## src/rtl/down_counter_4bit.sv

```systemverilog
// Loadable WIDTH-bit down counter / one-shot timer: counts a loaded value down to zero, pulses done.
// Optional periodic reload is enabled by defining DOWN_COUNTER_AUTO_RELOAD_EN.
module down_counter_4bit #(
  parameter int WIDTH = 4
) (
  input  logic             clk,
  input  logic             reset_n,
  input  logic             load,
  input  logic [WIDTH-1:0] load_val,
  input  logic             en,
  output logic [WIDTH-1:0] count,
  output logic             zero,
  output logic             busy,
  output logic             done
);

  typedef enum logic [1:0] {
    IDLE = 2'd0,
    RUN  = 2'd1,
    DONE = 2'd2
  } state_t;

  localparam logic [WIDTH-1:0] ONE = WIDTH'(1);

  state_t           state;
  state_t           state_next;
  logic [WIDTH-1:0] count_next;

`ifdef DOWN_COUNTER_AUTO_RELOAD_EN
  logic [WIDTH-1:0] reload_q;

  // Remembers the last loaded value so DONE can restart the period.
  always_ff @(posedge clk or negedge reset_n) begin
    if (!reset_n) begin
      reload_q <= '0;
    end else if (load) begin
      reload_q <= load_val;
    end
  end
`endif

  always_ff @(posedge clk or negedge reset_n) begin
    if (!reset_n) begin
      state <= IDLE;
      count <= '0;
    end else begin
      state <= state_next;
      count <= count_next;
    end
  end

  // Load wins over everything; decrement is only ever applied in RUN with count >= 1.
  always_comb begin
    state_next = state;
    count_next = count;
    if (load) begin
      count_next = load_val;
      state_next = (load_val != '0) ? RUN : IDLE;
    end else begin
      case (state)
        IDLE: begin
          state_next = IDLE;
        end
        RUN: begin
          if (en) begin
            if (count > ONE) begin
              count_next = count - ONE;
            end else begin
              count_next = '0;
              state_next = DONE;
            end
          end
        end
        DONE: begin
`ifdef DOWN_COUNTER_AUTO_RELOAD_EN
          if (reload_q != '0) begin
            count_next = reload_q;
            state_next = RUN;
          end else begin
            state_next = IDLE;
          end
`else
          state_next = IDLE;
`endif
        end
        default: begin
          count_next = '0;
          state_next = IDLE;
        end
      endcase
    end
  end

  always_comb begin
    busy = (state == RUN);
    done = (state == DONE);
  end

  assign zero = (count == '0);

endmodule
```

## config.mk

```make
export PLATFORM = sky130hd
export DESIGN_NAME = down_counter_4bit
export DESIGN_NICKNAME = d
export VERILOG_FILES = /design/src/rtl/down_counter_4bit.sv
export SDC_FILE = /design/constraint.sdc
export NUM_CORES = 1
export LEC_CHECK = 0
export CORE_AREA = 2 2 39 41
export DETAILED_ROUTE_END_ITERATION = 8
export DIE_AREA = 0 0 41 43
export PLACE_DENSITY = 0.65
export SLEW_MARGIN = 20
export SYNTH_ARGS = -nofsm -noshare
export SYNTH_HDL_FRONTEND = slang
export SYNTH_SLANG_ARGS = --single-unit
```

## constraint.sdc

```tcl
create_clock -name clk -period 1.88 [get_ports clk]
set_input_delay 0.376 -clock clk [delete_from_list [all_inputs] [get_ports clk]]
set_output_delay 0.376 -clock clk [all_outputs]
set_load 0.05 [all_outputs]
```

Word level (Yosys, flattened, before mapping). Index checks and enable logic that the tools add are counted.

Divide/modulo/power cells: 0. Multiply operators: 0. Equal/unequal tests: 5. Mux-type cells: 9. Bitwise operators: 0. $lt $le $gt $ge: 1. Shift-type cells: 0. Reductions and logical operators: 6. Add/subtract/negate cells: 1.

Operator list (count): 2-to-1 mux 4 bit (3); 2-to-1 mux 2 bit (4); one-hot mux 4 bit (2 select lines) (1); != test 3 bit, second input constant (2); greater-than comparator 4 x 1 -> 1 bit, second input constant (1); zero test 4 bit (1); AND reduction 2 bit (2); nonzero test 4 bit (1); subtractor 4 x 1 -> 4 bit, second input constant (1); == test 2 x 1 -> 1 bit, second input constant (1); == test 2 bit, second input constant (1); zero test 2 bit (1); != test 2 x 1 -> 1 bit, second input constant (1); OR reduction 2 bit (1); 2-to-1 mux 1 bit (1).

Output and inout port bits: 7. Bits in latches: 0. Register bits: 6. Bits in writable memories: 0. Bits in read-only memories: 0. Word-level logic and storage cells: 24. Memories: 0.

Longest topological paths before layout. Gate-level depths: netlist of the first run.

Depth after elaboration: 5. Depth in mapped cells: 5.

Least setup slack after synthesis of the first run. Ideal clock, no wire load.

Path kind: register to output. Start: register count[1]. End: output zero. Required time: 1504 ps. Arrival: 2034 ps. Stages on the path, launching flop included: 4. Setup slack: -530 ps. Path through: dfrtp_1 > inv_1 > ha_1 > nor3b_1.

Cells in the longest elaborated chain, start to end: 1.

Ends and longest elaborated chain: start: declaration (line 11) `output logic [WIDTH-1:0] count,`; start signal: assignment (line 48) `count <= count_next;`; zero test 4 bit (line 99) `assign zero = (count == '0);`; end: declaration (line 12) `output logic zero,`.

Every way passes these cells.

Final worst setup path of the first run.
Start: register count[0]. End: output zero.

Same word-level chain as after synthesis.

==> key figures, run 1 <==
Die
  • Die width: a little over 40 um
  • Initial Util: 30.5%
  • Die Height: ~43 um
  • Row cnt: 14
  • Number of top-level pins: 15
  • Die ar.: roughly 1800 um2
  • CORE AREA: about 1400 um2

CTS
  • CTS Sinks: 6
  • Hold-fix buffers, CTS: 0
  • Htree depth: 1
  • CTS tree: built
  • Post-CTS Setup Bufs: 0
  • Post-CTS resize count: 0
  • Num CTS Buffers: 3
  • Clock root cell: clkbuf_4
  • Clk pin slew, worst setup/hold paths: 0.05 ns
  • Clock Latency Late Sink: about 0.25 ns
  • Clk buf depth: 2

Critical path
  • CP Data Required Time: 1.50 ns
  • CP Launch Type: register
  • Worst setup EP type: primary output
  • Worst endpoint data arrival time: roughly 1.3 ns
  • Flop-to-flop setup slack: 0.21 ns
  • Critical path class: register to primary output
  • Worst-path maximum fanout: 7

Routing
  • 1st-pass router iterations: 4
  • Wire per inst: 12.2 um
  • Post-DRT Antenna Nets: 0
  • DRT Wirelength: 942 um
  • Via/cell ratio: ~5.3
  • 1st-iter DRT viols: 9
  • Routed via count: around 410
  • DR DRC count: 0

Yosys
  • Synthesis warning total: 0
  • Cells after Synth: 44
  • Register bit total from synthesis: 6
  • Synth cell types: 23
  • Syn_nets: 55
  • Seq/Total Area, Yosys: a little over a third
  • Post-synthesis cell area: ~420 um2
  • Avg Synthesized Cell Area: about 9.6 um2

GRT
  • Global-route wire length before repair: 1510 um
  • Vias in the first global route: roughly 370
  • Largest net degree at the start of global routing: 11
  • GR Util met3: ~5.2%
  • Initial antenna violation count: 0
  • Met1 Resource Use GR: 15.7%
  • Grt ovf: 0
  • GRT Util Overall: 13.1%
  • Top Usage Layer GRT: met2
  • Met2 Resource Use GR: 17.8%

STA
  • RSZ-0062 raised after global routing: no
  • Setup_tns: 0 ns
  • Worst slew pin tran: between 0.3 and 0.4 ns
  • Hold Violations, Final: 0
  • Max-slew violations: 0
  • Relative slew margins: about three quarters
  • Crit share post-route: 90.0%
  • Max Clk Rate: between 0.5 and 0.6 GHz
  • Minimum clock period: 1.69 ns
  • Setup Viol. Count Final: 0
  • Clock skew: around 0.00067 ns

Place
  • PortBufs: 14
  • Placer Congestion: 0.669
  • Placed insts: 74
  • Dpl hpwl: ~730 um

Power and ir drop
  • Power Density: just under 800 nW/um2
  • Lkg Pwr: between 0.0002 and 0.0003 uW
  • Peak supply drop: between 0.3 and 0.4 mV

Flow run
  • Max_cap viols: 0

Layout
  • Fill cells: 137
  • N_diodes: 0
  • Share of layout cells above drive strength 1: 24.6%
  • Post-Layout Cell Count: 77
  • Layout net count: 74
  • Area Growth Syn to Fin: 48.7%

Run status
  • Status: complete, no violations

Hold path
  • Hold WC Path Type: primary input to asynchronous set/reset pin
==> synth_stat cells <==
| library cell | count | area, um2 |
|---|---|---|
| or4b_1 | 1 | 10.0 |
| nor2b_1 | 3 | 18.8 |
| nor3b_2 | 1 | 12.5 |
| nand2_1 | 3 | 11.3 |
| o21a_1 | 1 | 7.51 |
| o31ai_1 | 2 | 15.0 |
| or4_1 | 2 | 15.0 |
| mux2i_1 | 1 | 10.0 |
| nor4_1 | 1 | 6.26 |
| nand3b_1 | 1 | 7.51 |
| a21oi_1 | 4 | 20.0 |
| o221ai_2 | 1 | 15.0 |
| o21ai_1 | 1 | 5.00 |
| nor3b_1 | 2 | 15.0 |
| o311ai_0 | 2 | 17.5 |
| nor2_1 | 1 | 3.75 |
| and4b_2 | 1 | 11.3 |
| inv_1 | 4 | 15.0 |
| o21ai_0 | 1 | 5.00 |
| a22o_1 | 1 | 8.76 |
| ha_1 | 3 | 37.5 |
| dfrtp_1 | 6 | 150 |
| clkbuf_1 | 1 | 3.75 |
==> cells in the final DEF (no fill, tap or decap) <==
master | Yosys | layout
clkdlybuf4s50_1 | 0 | 7
dfrtp_1 | 6 | 6
buf_4 | 0 | 6
inv_1 | 4 | 4
a21oi_1 | 4 | 4
nor2b_1 | 3 | 3
nand2_1 | 3 | 3
ha_1 | 3 | 3
clkbuf_4 | 0 | 3
or4_1 | 2 | 2
o31ai_1 | 2 | 2
o311ai_0 | 2 | 2
buf_12 | 0 | 2
nor3b_4 | 0 | 1
nor2_1 | 1 | 1
or4b_1 | 1 | 1
nor4_1 | 1 | 1
nor3b_2 | 1 | 1
a22o_1 | 1 | 1
o21ai_1 | 1 | 1
nand3b_1 | 1 | 1
o21ai_0 | 1 | 1
and4b_2 | 1 | 1
mux2i_1 | 1 | 1
nor3b_1 | 2 | 1
o21a_1 | 1 | 1
o221ai_2 | 1 | 1
==> sequential cells by signal, indices dropped and copies added (netlist names) <==
name   count
count      4
state      2
==> worst max-delay path, cell delays in order, from the launching register on <==
cell and delay [ns]:
dfrtp_1 0.44, inv_1 0.11, ha_1 0.14, nor3b_4 0.21, buf_12 0.16
==> layer usage <==
| layer | vias up | part of all wire, % |
|---|---|---|
| li1 | 200 | - |
| met1 | 192 | 47 |
| met2 | 15 | 45 |
| met3 | 0 | 7.6 |
| met4 | 0 | 0 |
| met5 | - | 0 |
==> per-stage QoR <==
| step | hold slack (ns) | total power (uW) | setup slack, ns | util [%] | instance area, um2 |
|---|---|---|---|---|---|
| 2_1_floorplan | 0.0804 | 296 | 0.0806 | - | 433 |
| 3_3_place_gp | 0.540 | 373 | 0.175 | 43.7 | 604 |
| 3_5_place_dp | 0.545 | 374 | 0.164 | 43.7 | 604 |
| 4_1_cts | 0.381 | 497 | 0.186 | 45.3 | 627 |
| 5_1_grt | 0.390 | 522 | 0.112 | 45.3 | 627 |
| 6_report | 0.375 | 497 | 0.189 | 45.3 | 627 |
==> power by group <==
part | switching (uW) | leakage, uW | internal [uW]
Combinational | 115 | 0.000186 | 83.2
Sequential | 29.2 | 0.0000719 | 144
Clock | 52.3 | 0.0000138 | 72.6
==> cell type report <==
cell class | count | area (um2) | area share (%)
clock buffers | 3 | 22.5 | 3.59
well taps | 16 | 20.0 | 3.19
flip-flops and latches | 6 | 150 | 24.0
repair buffers | 15 | 155 | 24.8
inverters | 4 | 15.0 | 2.40
multi-input cells | 33 | 264 | 42.1
==> worst paths after layout <==
| kind | depth (start not counted) | startpoint | to |
|---|---|---|---|
| worst min-delay path | 1 | reset_n | state[1] |
| worst max-delay path | 4 | count[0] | zero |
| max in group asynchronous | 1 | reset_n | count[1] |
| min in group clk | 1 | state[1] | state[1] |
| worst min register to register | 1 | state[1] | state[1] |
| worst max register to register | 5 | count[0] | state[0] |
==> cell families (layout without fill, tap and decap cells) <==
group | count (synthesis) | in the layout | synth area share (%)
AND/OR/NAND/NOR | 16 | 16 | 26.4
AO/OA/AOI/OAI | 13 | 13 | 22.3
flip-flops | 6 | 6 | 35.6
buffers and inverters | 5 | 22 | 4.45
adder cells (fa/ha/maj) | 3 | 3 | 8.90
multiplexers | 1 | 1 | 2.37
Power figures use the tool's default switching activity.
==> inputs of run 2 (changes only) <==
--- a/config.mk
+++ b/config.mk
@@ -5,9 +5,10 @@
 export SDC_FILE = /design/constraint.sdc
 export NUM_CORES = 1
 export LEC_CHECK = 0
-export CORE_AREA = 2 2 39 41
+export CORE_AREA = 5 5 42 44
+export CTS_CLUSTER_SIZE = 10
 export DETAILED_ROUTE_END_ITERATION = 8
-export DIE_AREA = 0 0 41 43
+export DIE_AREA = 0 0 47 49
 export PLACE_DENSITY = 0.65
 export SLEW_MARGIN = 20
 export SYNTH_ARGS = -nofsm -noshare
==> key figures, run 2 (synthesis gave the netlist of run 1 again) <==
Critical path
  • Critical-path top delay cell: dfrtp_1
  • CP Launch Type: register
  • Worst endpoint data arrival time: 1.31 ns (about the same)
  • Worst path cell trace: inv_1 -> ha_1 -> nor3b_4 -> buf_12
  • CP Data Required Time: 1.50 ns (about the same)
  • Critical path class: register to primary output
  • Crit-path max cell delay: 0.44 ns (about the same)
  • Worst-path maximum fanout: 7 (unchanged)
  • Worst setup EP type: primary output

CTS
  • CTS Sinks: 6 (unchanged)
  • Hold-fix buffers, CTS: 0 (unchanged)
  • Clock root cell: clkbuf_4
  • CTS tree: built
  • Post-CTS Setup Bufs: 0 (unchanged)
  • Htree depth: 1 (unchanged)
  • Num CTS Buffers: 3 (unchanged)
  • Clk buf depth: 2 (unchanged)
  • Post-CTS resize count: 0 (unchanged)
  • Clk pin slew, worst setup/hold paths: 0.05 ns (about the same)
  • Clock Latency Late Sink: 0.25 ns (about the same)

Die
  • Row cnt: 14 (unchanged)
  • Number of top-level pins: 15 (unchanged)
  • Die width: 47 um (+15%)
  • Die Height: 49 um (+14%)
  • CORE AREA: 1400 um2 (+1.3%)
  • Die ar.: 2300 um2 (+31%)
  • Initial Util: 30.1% (-0.38 points)

Routing
  • DRT Wirelength: 1000 um (+6.4%)
  • Via/cell ratio: 5.38 (+1.7%)
  • Wire per inst: 13.0 um (+6.4%)
  • 1st-pass router iterations: 4 (unchanged)
  • Routed via count: 414 (+1.7%)
  • Post-DRT Antenna Nets: 0 (unchanged)
  • 1st-iter DRT viols: 12 (+3)
  • DR DRC count: 0 (unchanged)

Power and ir drop
  • Peak supply drop: 0.342 mV (-9.2%)
  • Power Density: 791 nW/um2 (-0.16%)
  • Lkg Pwr: 0.000272 uW (unchanged)

Place
  • PortBufs: 14 (unchanged)
  • Dpl hpwl: 789 um (+8.6%)
  • Placer Congestion: 0.717 (+7.1%)
  • Placed insts: 74 (unchanged)

Layout
  • N_diodes: 0 (unchanged)
  • Layout net count: 74 (unchanged)
  • Post-Layout Cell Count: 77 (unchanged)
  • Fill cells: 142 (+3.6%)
  • Max reg flops: 4 (unchanged)
  • Largest Register: count
  • Biggest regs: count (4), state (2)
  • Most common cell after layout, fill and taps aside: clkdlybuf4s50_1
  • Share of layout cells above drive strength 1: 24.6% (unchanged)
  • Area Growth Syn to Fin: 48.7% (unchanged)
  • Commonest non-fill, non-tap cells in the layout: clkdlybuf4s50_1, dfrtp_1, buf_4

STA
  • Worst slew pin tran: 0.400 ns (+0.00589 ns)
  • RSZ-0062 raised after global routing: no
  • Relative slew margins: 73.1% (-0.40 points)
  • Setup_tns: 0 ns (unchanged)
  • Hold Violations, Final: 0 (unchanged)
  • Setup Viol. Count Final: 0 (unchanged)
  • Max-slew violations: 0 (unchanged)
  • Crit share post-route: 89.9% (about the same)
  • Max Clk Rate: 0.592 GHz (about the same)
  • Minimum clock period: 1.69 ns (-0.000603 ns)
  • Clock skew: 0.00648 ns (+0.00581 ns)

GRT
  • Largest net degree at the start of global routing: 11 (unchanged)
  • Vias in the first global route: 380 (+3.8%)
  • GRT Util Overall: 9.84% (-3.3 points)
  • Global-route wire length before repair: 1580 um (+4.6%)
  • Initial antenna violation count: 0 (unchanged)
  • Grt ovf: 0 (unchanged)

Hold path
  • Hold WC Path Type: primary input to asynchronous set/reset pin

Run status
  • Status: complete, no violations

Flow run
  • Max_cap viols: 0 (unchanged)
## run 2: area by class of cell
type / count / area (um2) / area share [%]
timing repair buffer: 15 / 155 / 24.8
inverter: 4 / 15.0 / 2.40
multi-input combinational: 33 / 264 / 42.1
sequential: 6 / 150 / 24.0
clock buffer: 3 / 22.5 / 3.59
tap: 16 / 20.0 / 3.19
## run 2: through the flow
stage                     total power, uW  hold WS [ns]  setup WS, ns  util, %  area (um2)
after floorplan                       296        0.0804        0.0806        -         433
after global placement                374         0.539         0.174     43.1         604
after detailed placement              375         0.546         0.148     43.1         604
after CTS                             498         0.378         0.174     44.7         627
after global routing                  525         0.393        0.0939     44.7         627
final                                 496         0.369         0.189     44.7         627
## run 2: power breakdown
part | internal [uW] | switching (uW)
Clock | 72.6 | 52.4
Sequential | 144 | 29.0
Combinational | 83.2 | 115
Total | 300 | 196
## run 2: per-layer routing
| metal | global-route usage, % | share of wire (%) | vias up |
|---|---|---|---|
| li1 | - | - | 203 |
| met2 | 12.4 | 46 | 14 |
| met5 | 0 | 0 | - |
| met3 | 4.43 | 6.3 | 4 |
| met4 | 6.91 | 3.5 | 0 |
| met1 | 12.7 | 44 | 193 |
## run 2: worst paths after layout
check / start / endpoint / slack, ns / cells past startpoint
setup reg to reg: count[0] / state[0] / 0.22 / 5
max in group asynchronous: reset_n / count[1] / 1.28 / 1
setup / recovery: count[0] / zero / 0.19 / 4
hold reg to reg: state[1] / state[1] / 0.56 / 1
min in group clk: state[1] / state[1] / 0.56 / 1
hold / removal: reset_n / count[2] / 0.37 / 1
## run 2: worst max-delay path: cells and delay by family (launching register included)
family / cells / cell delay (ns)
simple gates: 1 / 0.21
buf+inv: 2 / 0.27
flops: 1 / 0.44
fa+ha+maj: 1 / 0.15
==> inputs of run 3 (changes only) <==
--- a/config.mk
+++ b/config.mk
@@ -10,7 +10,7 @@
 export DETAILED_ROUTE_END_ITERATION = 8
 export DIE_AREA = 0 0 47 49
 export PLACE_DENSITY = 0.65
-export SLEW_MARGIN = 20
+export SLEW_MARGIN = 0
 export SYNTH_ARGS = -nofsm -noshare
 export SYNTH_HDL_FRONTEND = slang
 export SYNTH_SLANG_ARGS = --single-unit
==> constraint.sdc (replaced) <==
create_clock -name clk -period 1.88 [get_ports clk]
set_input_delay 0.188 -clock clk [delete_from_list [all_inputs] [get_ports clk]]
set_output_delay 0.188 -clock clk [all_outputs]
set_load 0.05 [all_outputs]
==> key figures, run 3 (synthesis gave the netlist of run 1 again) <==
Run status
  • Status: complete, no violations

STA
  • Setup_tns: 0 ns (unchanged)
  • Relative slew margins: 65.8% (-7.3 points)
  • Minimum clock period: 1.71 ns (+0.0242 ns)
  • Hold Violations, Final: 0 (unchanged)
  • Worst slew pin tran: 0.511 ns (+0.111 ns)
  • Crit share post-route: 91.2% (+1.3 points)
  • Setup Viol. Count Final: 0 (unchanged)
  • Hold Slack: 0.185 ns (-0.184 ns)
  • Clock skew: 0.00640 ns (-0.0000736 ns)
  • Max Clk Rate: 0.583 GHz (-1.4%)
  • Max-slew violations: 0 (unchanged)
  • RSZ-0062 raised after global routing: no

Power and ir drop
  • Power Density: 780 nW/um2 (-1.4%)
  • Lkg Pwr: 0.000261 uW (-3.9%)
  • Power Total: 478 uW (-3.6%)
  • Peak supply drop: 0.379 mV (+11%)

Layout
  • Layout net count: 74 (unchanged)
  • Sequential Area: 150 um2 (unchanged)
  • Largest Register: count
  • Most common cell after layout, fill and taps aside: clkdlybuf4s50_1
  • Commonest non-fill, non-tap cells in the layout: clkdlybuf4s50_1, dfrtp_1, buf_4
  • Fill cells: 149 (+4.9%)
  • N_diodes: 0 (unchanged)
  • Max reg flops: 4 (unchanged)
  • Biggest regs: count (4), state (2)
  • Share of layout cells above drive strength 1: 21.3% (-3.3 points)
  • Area Growth Syn to Fin: 45.4%
  • Area of the multi-input gates: 258 um2 (-2.4%)

Critical path
  • Critical-path top delay cell: clkdlybuf4s50_1
  • Worst path top cell family by delay: buffers and inverters
  • Critical path class: register to primary output
  • Crit-path max cell delay: 0.85 ns (+0.41 ns)
  • WP buf/inv: 1 (-1)
  • CP Data Required Time: 1.69 ns (+0.19 ns)
  • Worst-path maximum fanout: 7 (unchanged)
  • Worst path cell trace: clkdlybuf4s50_1
  • CP Launch Type: register
  • Worst-case reg-to-reg path depth: 5 (unchanged)
  • Flop-to-flop setup slack: 0.23 ns (about the same)
  • Worst endpoint data arrival time: 1.53 ns (+0.22 ns)
  • R2R Path Start: count[0]
  • Worst setup EP type: primary output
  • RR Endpoint: state[0]

GRT
  • GRT Util Overall: 9.77% (-0.064 points)
  • Grt ovf: 0 (unchanged)
  • Global-route wire length before repair: 1640 um (+3.5%)
  • Initial antenna violation count: 0 (unchanged)
  • Vias in the first global route: 386 (+1.6%)
  • Largest net degree at the start of global routing: 11 (unchanged)

Routing
  • Wire per inst: 12.5 um (-4.0%)
  • DRT Wirelength: 962 um (-4.0%)
  • DR DRC count: 0 (unchanged)
  • Routed via count: 401 (-3.1%)
  • Post-DRT Antenna Nets: 0 (unchanged)
  • 1st-pass router iterations: 1 (-3)
  • 1st-iter DRT viols: 0 (-12)
  • Via/cell ratio: 5.21 (-3.1%)

Die
  • CORE AREA: 1400 um2 (unchanged)
  • Die Height: 49 um (unchanged)
  • Row cnt: 14 (unchanged)
  • Number of top-level pins: 15 (unchanged)
  • Die width: 47 um (unchanged)
  • Initial Util: 30.1% (unchanged)
  • Die ar.: 2300 um2 (unchanged)

CTS
  • Post-CTS resize count: 0 (unchanged)
  • Clock root cell: clkbuf_4
  • Num CTS Buffers: 3 (unchanged)
  • Clock Latency Late Sink: 0.25 ns (about the same)
  • Post-CTS Setup Bufs: 0 (unchanged)
  • CTS Sinks: 6 (unchanged)
  • Hold-fix buffers, CTS: 0 (unchanged)
  • Htree depth: 1 (unchanged)
  • Clk pin slew, worst setup/hold paths: 0.04 ns (about the same)
  • Clk buf depth: 2 (unchanged)
  • CTS tree: built

Place
  • PortBufs: 14 (unchanged)
  • Dpl hpwl: 787 um (-0.27%)
  • Placer Congestion: 0.769 (+7.4%)

Flow run
  • Max_cap viols: 0 (unchanged)

Hold path
  • Hold WC Path Type: primary input to asynchronous set/reset pin
==> run 3: changes by cell type in the layout (fill, tap and decap cells not counted) <==
cell,previous run,this run
clkdlybuf4s50_1,7,9
nor3b_4,1,0
nor3b_2,1,2
buf_4,6,5
buf_12,2,1
==> run 3: metal layers <==
layer	global-route usage, %	routed length, um	share of wire (%)
met1	11.9	414	43
met2	14.0	460	48
met3	1.85	57	5.9
met4	8.29	29	3.0
met5	0	0	0
==> run 3: power breakdown <==
part	leakage [uW]	total, uW	switching [uW]	internal, uW
logic	0.000176	191	113	77.3
registers	0.0000719	172	27.1	144
clock network	0.0000138	116	44.1	72.0
==> run 3: how the worst max path moves through the flow <==
stage                           to     start  cells past startpoint
final                     count[0]  count[0]                      1
after floorplan           state[0]  count[1]                      5
after CTS                 count[0]  count[0]                      1
after global routing      count[0]  count[0]                      1
after global placement    state[0]  count[1]                      5
after detailed placement  state[0]  count[0]                      5
==> run 3: final cells by class <==
| type | count | area share, % |
|---|---|---|
| multi-input combinational | 33 | 42.0 |
| tap | 16 | 3.27 |
| inverter | 4 | 2.45 |
| sequential | 6 | 24.5 |
| clock buffer | 3 | 3.67 |
| timing repair buffer | 15 | 24.1 |
==> run 3: metrics by stage <==
step / util [%] / area (um2) / setup slack (ns) / std cells
finish: 43.8 / 613 / 0.165 / 77
global route: 43.8 / 613 / 0.108 / 77
CTS: 43.8 / 613 / 0.150 / 77
detailed placement: 42.1 / 591 / 0.242 / 74
global placement: 42.1 / 591 / 0.278 / 74
floorplan: - / 427 / 0.0806 / 44
